File: src/rtl/button_event_arbiter_pkg.sv
// Shared FSM encodings and default sizing for the button event arbiter.
package button_event_arbiter_pkg;

   typedef enum logic [1:0] {
      IDLE     = 2'd0,
      SERVE    = 2'd1,
      COOLDOWN = 2'd2
   } state_t;

   localparam int DEFAULT_N_CH    = 4;
   localparam int DEFAULT_TIMEOUT = 255;

endpackage

File: src/rtl/button_event_arbiter_edge_sync_capture.sv
// Per-channel 2-flop synchronizer followed by a registered rising-edge detector.
module edge_sync_capture (
   input  logic clk,
   input  logic reset,
   input  logic evt_raw,
   output logic evt_pulse
);

   logic meta;
   logic sync;
   logic sync_d;

   always_ff @(posedge clk or posedge reset) begin
      if (reset) begin
         meta   <= 1'b0;
         sync   <= 1'b0;
         sync_d <= 1'b0;
      end else begin
         meta   <= evt_raw;
         sync   <= meta;
         sync_d <= sync;
      end
   end

   assign evt_pulse = sync & ~sync_d;

endmodule

File: src/rtl/button_event_arbiter.sv
// Round-robin arbiter granting one shared resource to captured asynchronous events.
// Optional sticky overrun flags are built when BUTTON_EVENT_ARBITER_OVERRUN_EN is defined.
//
// state    | meaning
// IDLE     | waiting for a pending channel; grants on the same edge it finds one
// SERVE    | svc_req high, waiting for svc_done or the wait counter to reach TIMEOUT
// COOLDOWN | one forced idle cycle between grants
module button_event_arbiter
   import button_event_arbiter_pkg::*;
#(
   parameter int N_CH    = DEFAULT_N_CH,
   parameter int TIMEOUT = DEFAULT_TIMEOUT
) (
   input  logic                    clk,
   input  logic                    reset,
   input  logic [N_CH-1:0]         evt_in,
   input  logic                    svc_done,
   output logic                    svc_req,
   output logic [$clog2(N_CH)-1:0] svc_ch,
   output logic [N_CH-1:0]         pending,
   output logic                    timeout_err
`ifdef BUTTON_EVENT_ARBITER_OVERRUN_EN
   ,output logic [N_CH-1:0]        overrun
`endif
);

   localparam int CW = $clog2(N_CH);

   state_t          state_q, state_d;
   logic [N_CH-1:0] evt_pulse;
   logic [N_CH-1:0] pending_q, pending_d;
   logic [N_CH-1:0] grant_clr;
   logic [CW-1:0]   ch_q, ch_d;
   logic [CW-1:0]   last_q, last_d;
   logic [CW-1:0]   sel;
   logic            sel_found;
   logic [15:0]     wait_q, wait_d;
   logic            req_q, req_d;
   logic            to_q, to_d;

   for (genvar g = 0; g < N_CH; g++) begin : g_sync
      edge_sync_capture u_sync (
         .clk       (clk),
         .reset     (reset),
         .evt_raw   (evt_in[g]),
         .evt_pulse (evt_pulse[g])
      );
   end

   // First pending channel searching upward from last_grant+1, wrapping.
   always_comb begin
      sel       = '0;
      sel_found = 1'b0;
      for (int i = 1; i <= N_CH; i++) begin
         logic [CW-1:0] idx;
         idx = CW'((int'(last_q) + i) % N_CH);
         if (!sel_found && pending_q[idx]) begin
            sel       = idx;
            sel_found = 1'b1;
         end
      end
   end

   always_comb begin
      state_d   = state_q;
      ch_d      = ch_q;
      last_d    = last_q;
      wait_d    = wait_q;
      req_d     = req_q;
      to_d      = 1'b0;
      grant_clr = '0;
      case (state_q)
         IDLE: begin
            req_d = 1'b0;
            if (sel_found) begin
               grant_clr[sel] = 1'b1;
               ch_d           = sel;
               req_d          = 1'b1;
               wait_d         = '0;
               state_d        = SERVE;
            end
         end
         SERVE: begin
            if (svc_done) begin
               last_d  = ch_q;
               req_d   = 1'b0;
               state_d = COOLDOWN;
            end else if (wait_q == 16'(TIMEOUT - 1)) begin
               to_d    = 1'b1;
               last_d  = ch_q;
               req_d   = 1'b0;
               state_d = COOLDOWN;
            end else begin
               wait_d = wait_q + 16'd1;
            end
         end
         COOLDOWN: begin
            req_d   = 1'b0;
            state_d = IDLE;
         end
         default: begin
            req_d   = 1'b0;
            state_d = IDLE;
         end
      endcase
      // A new event in the grant cycle keeps the channel pending.
      pending_d = (pending_q & ~grant_clr) | evt_pulse;
   end

   always_ff @(posedge clk or posedge reset) begin
      if (reset) begin
         state_q   <= IDLE;
         pending_q <= '0;
         ch_q      <= '0;
         last_q    <= CW'(N_CH - 1);
         wait_q    <= '0;
         req_q     <= 1'b0;
         to_q      <= 1'b0;
      end else begin
         state_q   <= state_d;
         pending_q <= pending_d;
         ch_q      <= ch_d;
         last_q    <= last_d;
         wait_q    <= wait_d;
         req_q     <= req_d;
         to_q      <= to_d;
      end
   end

`ifdef BUTTON_EVENT_ARBITER_OVERRUN_EN
   logic [N_CH-1:0] overrun_q;

   always_ff @(posedge clk or posedge reset) begin
      if (reset) begin
         overrun_q <= '0;
      end else begin
         overrun_q <= overrun_q | (evt_pulse & pending_q & ~grant_clr);
      end
   end

   assign overrun = overrun_q;
`else
   // Repeated events on a pending channel merge silently.
`endif

   assign svc_req     = req_q;
   assign svc_ch      = req_q ? ch_q : '0;
   assign pending     = pending_q;
   assign timeout_err = to_q;

endmodule

File: config.mk
export PLATFORM = sky130hd
export DESIGN_NAME = button_event_arbiter
export DESIGN_NICKNAME = d
export VERILOG_FILES = /design/src/rtl/button_event_arbiter_pkg.sv /design/src/rtl/button_event_arbiter_edge_sync_capture.sv /design/src/rtl/button_event_arbiter.sv
export SDC_FILE = /design/constraint.sdc
export NUM_CORES = 1
export LEC_CHECK = 0
export ABC_AREA = 1
export BUFFER_PORTS_ARGS = -buffer_cell sky130_fd_sc_hd__buf_2
export CORE_ASPECT_RATIO = 1.25
export CORE_MARGIN = 1
export CORE_UTILIZATION = 45
export CTS_BUF_LIST = sky130_fd_sc_hd__clkbuf_4 sky130_fd_sc_hd__clkbuf_8
export CTS_CLUSTER_SIZE = 28
export DETAILED_ROUTE_END_ITERATION = 16
export PLACE_DENSITY = 0.68
export SLEW_MARGIN = 5
export SYNTH_ARGS = -nofsm -noshare
export SYNTH_HDL_FRONTEND = slang
export SYNTH_SLANG_ARGS = --single-unit
File: constraint.sdc
create_clock -name clk -period 3.4 [get_ports clk]
set_clock_uncertainty 0.1 [all_clocks]
set_input_delay 0.51 -clock clk [delete_from_list [all_inputs] [get_ports clk]]
set_output_delay 0.51 -clock clk [all_outputs]
set_load 0.005 [all_outputs]
Word-level counts from Yosys, hierarchy flattened:

Cells that the tools add are included.
W data, S select, Z words.

* add/sub/neg operators: 5
* $lt $le $gt $ge: 6
* eq/ne operators: 6
* muxes and demuxes: 38
* bitwise operators: 11
* reductions and logical operators: 14

Operators with widths (number)
* $mux W16: 3
* $pmux W16 S2: 1
* $mux W2: 10
* $add A16 B1 Y16 const B: 1
* $eq A16 B8 Y1 const B: 1
* $lt A2 B3 Y1 const B: 5
* $mux W1: 15
* $bmux W1 S2: 4
* $mux W4: 2
* $ne A2 B2 Y1 const B: 3
* $reduce_and A2 Y1: 3
* $add A2 B1 Y2 const B: 2
* $add A2 B2 Y2 const B: 2
* $and A1 B1 Y1: 4
* $and A4 B4 Y4: 1
* $logic_and A1 B1 Y1: 4
* $not A1 Y1: 4
* $not A4 Y4: 1
* $or A4 B4 Y4: 1
* $pmux W2 S2: 1
* $reduce_and A4 Y1: 1
* $reduce_bool A2 Y1: 2
* $logic_not A1 Y1: 3
* $ne A3 B3 Y1 const B: 1
* 5 further kinds: 5

* bits in registers: 40
* word-level logic and storage cells: 99

Longest topological paths before layout:

Gate-level depths: netlist of the first run.

* word-level depth: 22
* depth in mapped cells: 14

Cells and area by module:

Synthesis of the first run repeated with hierarchy kept, for this count alone.

* cells, all modules: 264
* area total of the unflattened synthesis: 2133.3 sq um

By module, submodules not included
* button_event_arbiter: instances 1, cells each 240, area an instance 1778.0 sq um, sequential area each 703.2 sq um
* edge_sync_capture: instances 4, cells each 6, area an instance 88.8 sq um, sequential area each 75.1 sq um

Worst setup path after synthesis of the first run:

Ideal clock, no wire load.

* path kind: register to register
* start point: register last_q[0]
* end point: register wait_q[11]
* setup time: 116 ps
* arrival time: 1520 ps
* slack: 1663 ps
* cell stages (with the launch flop): 14
* cells stage by stage: dfstp_2 inv_2 buf_6 nand2_1 nand2_2 nand2_2 nand2_2 nor2_4 nand3_2 nand2_4 nand2_4 buf_6 nand2_1 nand2_1

* longest elaborated chain between the ends: 15

RTL lines
* start, declared: RTL line button_event_arbiter.sv:34 `logic [CW-1:0] last_q, last_d;`
* start signal, assigned: RTL line button_event_arbiter.sv:115 `last_q <= CW'(N_CH - 1);`
* start signal, assigned: RTL line button_event_arbiter.sv:123 `last_q <= last_d;`
* $add A2 B1 Y2: RTL line button_event_arbiter.sv:56 `idx = CW'((int'(last_q) + i) % N_CH);`
* $bmux W1 S2: RTL line button_event_arbiter.sv:57 `if (!sel_found && pending_q[idx]) begin`
* $mux W1 (not written as such): RTL line button_event_arbiter.sv:57
* $mux W1: RTL line button_event_arbiter.sv:57
* $logic_not A1 Y1: RTL line button_event_arbiter.sv:57
* $logic_and A1 B1 Y1: RTL line button_event_arbiter.sv:57
* $mux W1: RTL line button_event_arbiter.sv:57
* $logic_not A1 Y1: RTL line button_event_arbiter.sv:57
* $logic_and A1 B1 Y1: RTL line button_event_arbiter.sv:57
* $mux W1: RTL line button_event_arbiter.sv:57
* $logic_not A1 Y1: RTL line button_event_arbiter.sv:57
* $logic_and A1 B1 Y1: RTL line button_event_arbiter.sv:57
* $mux W1 (*): RTL line button_event_arbiter.sv:57
* $ne A2 B2 Y1 (no source line) (*)
* $reduce_and A4 Y1 (no source line) (*)
* end signal, assigned: RTL line button_event_arbiter.sv:124 `wait_q <= wait_d;`
* end, declared: RTL line button_event_arbiter.sv:37 `logic [15:0] wait_q, wait_d;`

Every way passes the cells marked *; elsewhere a longest branch is shown, timed or not. The select of a mux whose other input is x is not followed.
A chain may end at the register's enable or synchronous reset.

Final worst setup path of the first run:

* start point: register last_q[0]
* end point: register wait_q[15]

The elaborated chain is that of the path after synthesis.

==> reports/qor.yml, run 1 <==
outcome: "finished, final reports clean"
setup_viol: 0
netlist_instances: 281
synth_ff_type: "dfrtp_1"
synth.distinct_cells: 23
fin_cells: 359
grt_max_degree: 41
mostFrequentLayoutCell: "nand2_1"
cts.htree.levels: 2
post-cts-setup-buffer-count: 0
root_buffer: "clkbuf_8"
coreArea_mm2: 0.00446
cts_tree: "built"
fp.dieW_um: 63.5
wire_per_inst_um: 11.8
fmax_ghz: 0.490
synth-edff-count: 0
synthArstFlopShare_pct: 100
synth_seq_cells: 40
clock_latency_ns: 0.29
endpoint_kind: "register"
cts_sinks: 40
drive_gt1_share_pct: 14.6
worst_slack_ns: 1.36
r2r_slack_ns: 1.36
r2r_end: "wait_q[15]$_DFFE_PP0P_"
worstPathArrival_ns: 2.12
synth_fp_nets: 290
synth_top_area_cell: "dfrtp_1"
dp.cells: 351
grt_antenna_before_repair: 0
slew_viol_final: 0
vias: 1770
hpwl_um: 3050
synthesis.area_mm2: 0.00213
cts.clk_slew.worst_paths_ns: 0.08
cts_resized: 0
crit_end: "wait_q[15]$_DFFE_PP0P_"
grt_pass1_wl_um: 7330
insertedDiodeCount: 0
setup-tns-final_ns: 0
maxSlewHeadroom_pct: 66.9
required_ns: 3.48
route.detailed.drc: 0
finalHoldViolCount: 0
crit_path_start_kind: "register"
first_iter_violations: 124
rsz0062_at_grt: "false"
die_area_mm2: 0.00501
critical_path_class: "register to register"
hp-class: "input pin to asynchronous set/reset pin"
worstPathMaxFanout: 13
tightest_slew_ns: 0.496
crit_slowest_cell: "dfstp_2"
area_delta_synth_final_pct: 10.7
powerDensity_mw_per_mm2: 742
cts_buffers: 5
fillers: 445
ir_drop_v: 0.000237
power.leakage_nw: 1.20
num_io_pins: 15
finalPower_mw: 1.75
fin_crit_sh_pct: 60.1
fin_crit_ns: 2.04
rows: 27
r2r_cells: 11
start_util_pct: 47.7
most-common-layout-cells: "nand2_1 (98), dfrtp_1 (38), nor2_1 (33), inv_1 (31), nand3_1 (23)"
clk_path_buf_depth: 2
place_ws_ns: 1.38
crit_start: "last_q[0]$_DFFE_PP1P_"
dpl_cell_area_mm2: 0.00224
drt_wl_total_um: 4250
ys_warn_count: 0
nets: 309
grtUsageTotal_pct: 18.9
crit_chain: "inv_2, nand2_1, nand2_1, nand2_2, nand2_2, nor2_4, nand3_2, nand2_4, nand2_4, inv_2, o21ai_0"
portBuffers: 14
syn_area_per_cell_um2: 7.57
hold_slack_ns: 0.218
place_congestion: 0.861
cts_hold_buf: 0
synthTopCellsByArea: "dfrtp_1 (45%), nand2_1 (17%), nor2_1 (5.8%), inv_1 (5.5%), nand3_1 (5.4%)"
final_util_pct: 52.8
grt_pass1_vias: 1609
first_pass_iters: 4
maxCapViolCount: 0
r2r_start: "last_q[0]$_DFFE_PP1P_"
fp.dieH_um: 78.9
critPathMaxStageDelay_ns: 0.66
ant_nets: 0
vias_per_cell: 4.93
grt_overflow: 0
yosys.area.top_type_share_pct: 44.7
design_area_mm2: 0.00236
synth.yosys.seq_area_share_pct: 47.1
-- how the worst min path moves through the flow --
stage,endpoint,slack [ns],cells after the start
2_1_floorplan,g_sync[0].u_sync.sync$_DFF_PP0_,0.23,0
3_3_place_gp,g_sync[0].u_sync.sync$_DFF_PP0_,0.23,0
3_5_place_dp,g_sync[1].u_sync.sync$_DFF_PP0_,0.23,0
4_1_cts,g_sync[1].u_sync.meta$_DFF_PP0_,0.21,1
5_1_grt,g_sync[1].u_sync.meta$_DFF_PP0_,0.20,1
6_report,g_sync[3].u_sync.meta$_DFF_PP0_,0.22,3
-- power by group --
part           total [mW]  switching, mW  internal (mW)
clock               0.383          0.166          0.217
sequential          0.644         0.0847          0.559
combinational       0.721          0.501          0.220
-- cell families (layout without fill, tap and decap cells) --
family,after synthesis,after routing,synth area share [%]
fa+ha+maj,2,2,1.18
simple gates,178,178,36.2
compound gates,15,15,4.41
xor+xnor,8,8,3.29
buf+inv,38,58,7.76
flops,40,40,47.1
-- sequential cells by signal, summed over array words and instances (netlist names) --
signal / cells
timeout_err: 1
g_sync.u_sync.meta: 4
g_sync.u_sync.sync: 4
g_sync.u_sync.sync_d: 4
wait_q: 16
last_q: 2
pending: 4
state_q: 2
svc_req: 1
ch_q: 2
-- area by class of cell --
| type | instances | area, um^2 | share of cell area, % |
|---|---|---|---|
| Clock buffer | 5 | 68.8 | 2.92 |
| Clock inverter | 3 | 42.5 | 1.81 |
| Inverter | 35 | 131 | 5.58 |
| Multi-Input combinational cell | 203 | 960 | 40.7 |
| Sequential cell | 40 | 1000 | 42.6 |
| Tap cell | 58 | 72.6 | 3.08 |
| Timing Repair Buffer | 15 | 77.6 | 3.29 |
-- routing by layer --
metal  track usage [%]  share of wire, %
met3              4.31               4.8
met5                 0                 0
met1              24.4                47
met4              8.86               2.3
met2              29.9                46
-- Yosys cell counts (2+ instances only) --
master,instances
nand2_2,7
nand3_1,23
o21ai_2,3
ha_1,2
inv_1,31
dfstp_2,2
o21bai_1,3
nand2_4,2
o21ai_0,7
buf_6,3
inv_2,4
nor3_1,5
xor2_1,8
dfrtp_1,38
nand4_1,5
nor2_1,33
a21oi_1,2
nand2_1,98
-- worst max-delay path, delay by kind of cell (launching register included) --
family                 cells  cell delay, ns
and+or+nand+nor            8            0.79
AOI/OAI and AO/OA          1            0.08
buffers and inverters      2            0.28
DFF                        1            0.66
Power figures use the tool's default switching activity.
==> inputs of run 2 (changes only) <==
--- a/config.mk
+++ b/config.mk
@@ -13,7 +13,7 @@
 export CTS_BUF_LIST = sky130_fd_sc_hd__clkbuf_4 sky130_fd_sc_hd__clkbuf_8
 export CTS_CLUSTER_SIZE = 28
 export DETAILED_ROUTE_END_ITERATION = 16
-export PLACE_DENSITY = 0.68
+export PLACE_DENSITY = 0.71
 export SLEW_MARGIN = 5
 export SYNTH_ARGS = -nofsm -noshare
 export SYNTH_HDL_FRONTEND = slang
==> constraint.sdc (replaced) <==
create_clock -name clk -period 1.7 [get_ports clk]
set_clock_uncertainty 0.1 [all_clocks]
set_input_delay 0.255 -clock clk [delete_from_list [all_inputs] [get_ports clk]]
set_output_delay 0.255 -clock clk [all_outputs]
set_load 0.005 [all_outputs]
==> run 2 against run 1 <==
The run now ends with setup timing left. Clock power is 120% higher. Sequential cell count stayed put. Largest power group unchanged. Total power is 150% higher. Sequential share of layout area is 6.3 points lower. Cell count is 9.5% higher. Critical endpoint unchanged.
==> reports/qor.yml, run 2 (synthesis results as in run 1) <==
crit_chain: "inv_4, nand2_1, nand2_2, nand2_2, nand2_2, nor2_4, nand3_4, nand2_8, nand2_8, inv_8, nand2_1, o21ai_0"
violations: "setup timing"
nets: 343  # +11%
drive_gt1_share_pct: 28.4  # +14 points
pwr-share-comb_pct: 51.3  # +10 points
regMostFlops: "wait_q"
worstPathMaxFanout: 11  # -2
first_pass_iters: 4  # unchanged
tightest_slew_ns: 0.344  # -0.152 ns
clock_latency_ns: 0.29  # about the same
crit_start: "last_q[0]$_DFFE_PP1P_"
fin_cells: 393  # +9.5%
cts.htree.levels: 2  # unchanged
fp.dieH_um: 78.9  # unchanged
grt_overflow: 0  # unchanged
setup-tns-final_ns: -1.39  # -1.39 ns
r2r_start: "last_q[0]$_DFFE_PP1P_"
power_switching_mw: 1.77  # +140%
multiInputGateArea_mm2: 0.00106  # +11%
die_area_mm2: 0.00501  # unchanged
insertedDiodeCount: 0  # unchanged
ir_drop_v: 0.000736  # +210%
crit_slowest_cell: "dfstp_2"
r2r_end: "wait_q[15]$_DFFE_PP0P_"
power.share.switching_pct: 41.2  # -1.8 points
endpoint_kind: "register"
dp.cells: 378  # +7.7%
fin_crit_sh_pct: 106  # +46 points
num_io_pins: 15  # unchanged
maxSlewHeadroom_pct: 77.0  # +10 points
grt_antenna_before_repair: 0  # unchanged
hpwl_um: 3360  # +10%
cp_common_cell: "nand2_2"
most-common-layout-cells: "nand2_1 (89), dfrtp_1 (37), inv_1 (30), nor2_1 (27), buf_4 (25)"
crit_path_start_kind: "register"
drt_wl_total_um: 4760  # +12%
worstPathArrival_ns: 1.91  # -0.21 ns
route.detailed.drc: 0  # unchanged
place_congestion: 0.937  # +8.9%
hold-path-endpoint: "timeout_err$_DFF_PP0_"
cts_buffers: 5  # unchanged
grt_max_degree: 36  # -12%
required_ns: 1.81  # -1.67 ns
seq_area_mm2: 0.00100  # +0.12%
fillers: 410  # -7.9%
r2r_cells: 12  # +1
fp.dieW_um: 63.5  # unchanged
hp-class: "input pin to register"
finalHoldViolCount: 0  # unchanged
portBuffers: 14  # unchanged
power_frac_seq_pct: 29.4  # -7.4 points
outcome: "complete, but fails checks"
start_util_pct: 47.7  # unchanged
root_buffer: "clkbuf_8"
cts_sinks: 40  # unchanged
grtUsageTotal_pct: 21.0  # +2.1 points
fin_crit_ns: 1.80  # -0.246 ns
mostFrequentLayoutCell: "nand2_1"
min_from: "svc_done"
largest_reg_flops: 16  # unchanged
worst_slack_ns: -0.0962  # -1.45 ns
critPathMaxStageDelay_ns: 0.59  # -0.07 ns
critical_path_class: "register to register"
setup_viol: 22  # +22
power.leakage_nw: 1.39  # +16%
p_int_mw: 2.52  # +150%
fmax_ghz: 0.557  # +14%
r2r_slack_ns: -0.1  # -1.45 ns
rows: 27  # unchanged
maxCapViolCount: 0  # unchanged
rsz0062_at_grt: "true"
grt_pass1_wl_um: 8250  # +13%
p_clk_share_pct: 19.3  # -2.6 points
cts_tree: "built"
powerDensity_mw_per_mm2: 1550  # +110%
vias_per_cell: 4.83  # -1.9%
wire_per_inst_um: 12.1  # +2.4%
first_iter_violations: 91  # -27%
clk_path_buf_depth: 2  # unchanged
grt_pass1_vias: 1875  # +17%
vias: 1900  # +7.3%
finalPower_mw: 4.29  # +150%
coreArea_mm2: 0.00446  # unchanged
min_delay_path_depth: 2
slew_viol_final: 0  # unchanged
cts.clk_slew.worst_paths_ns: 0.08  # about the same
area_delta_synth_final_pct: 30.2
ant_nets: 0  # unchanged
run 2: cell types whose count changed in the layout (fill, tap and decap cells not counted), moves of 3 or more:
| cell | before | now |
|---|---|---|
| nor2_2 | 1 | 6 |
| nor2_1 | 33 | 27 |
| buf_6 | 0 | 3 |
| nand2_2 | 7 | 16 |
| dlygate4sd3_1 | 0 | 5 |
| nand2_1 | 98 | 89 |
| buf_4 | 1 | 25 |
run 2: area by class of cell:
cell class,count,area share [%]
Sequential cell,40,36.3
Timing Repair Buffer,48,13.0
Tap cell,58,2.62
Clock buffer,7,3.48
Inverter,35,5.19
Clock inverter,1,1.08
Multi-Input combinational cell,204,38.3
run 2: what timing repair did:
| action | 4_1_cts | 5_1_grt |
|---|---|---|
| endpoints found under the setup margin | 22 | 26 |
| endpoints found under the hold margin | 9 | 0 |
| resized for setup | 15 | 19 |
| hold buffers | 5 | 0 |
| cloned | 1 | 0 |
| buffers inserted | 0 | 1 |
| pin swaps | 4 | 3 |
run 2: worst max-delay path by stage:
stage | endpoint | depth (start not counted)
after CTS | pending[2]$_DFF_PP0_ | 13
after global routing | pending[2]$_DFF_PP0_ | 13
final | wait_q[15]$_DFFE_PP0P_ | 12
after floorplan | wait_q[11]$_DFFE_PP0P_ | 13
after detailed placement | wait_q[15]$_DFFE_PP0P_ | 10
after global placement | wait_q[15]$_DFFE_PP0P_ | 10
run 2: stage by stage:
step / worst slack, ns / hold WS [ns] / instance area, um^2 / util [%]
floorplan: -0.0316 / 0.186 / 2130 / -
global placement: -0.132 / 0.0922 / 2460 / 55.2
detailed placement: -0.169 / 0.0945 / 2460 / 55.2
CTS: -0.105 / 0.0399 / 2700 / 60.5
global route: -0.197 / 0.0560 / 2770 / 62.1
finish: -0.0962 / 0.0477 / 2770 / 62.1
run 2: worst max-delay path, delay by kind of cell (launching register included):
kind            cells  cell delay [ns]
compound gates      1             0.06
buf+inv             2             0.17
flops               1             0.59
simple gates        9             0.80
run 2: per-layer routing:
metal	vias up	GRT usage, %	wire [um]	part of all wire (%)
met5	-	0	0	0
met4	0	8.18	78	1.6
met3	7	3.88	139	2.9
met2	36	35.9	2400	50
met1	881	26.2	2140	45
li1	976	-	-	-
run 2: power groups by stage:
| stage | logic, mW | clock network, mW | registers, mW |
|---|---|---|---|
| 2_1_floorplan | 1.20 | 0 | 1.25 |
| 3_3_place_gp | 1.82 | 0 | 1.27 |
| 3_5_place_dp | 1.83 | 0 | 1.28 |
| 4_1_cts | 2.01 | 0.863 | 1.26 |
| 5_1_grt | 2.41 | 0.903 | 1.28 |
| 6_report | 2.20 | 0.829 | 1.26 |
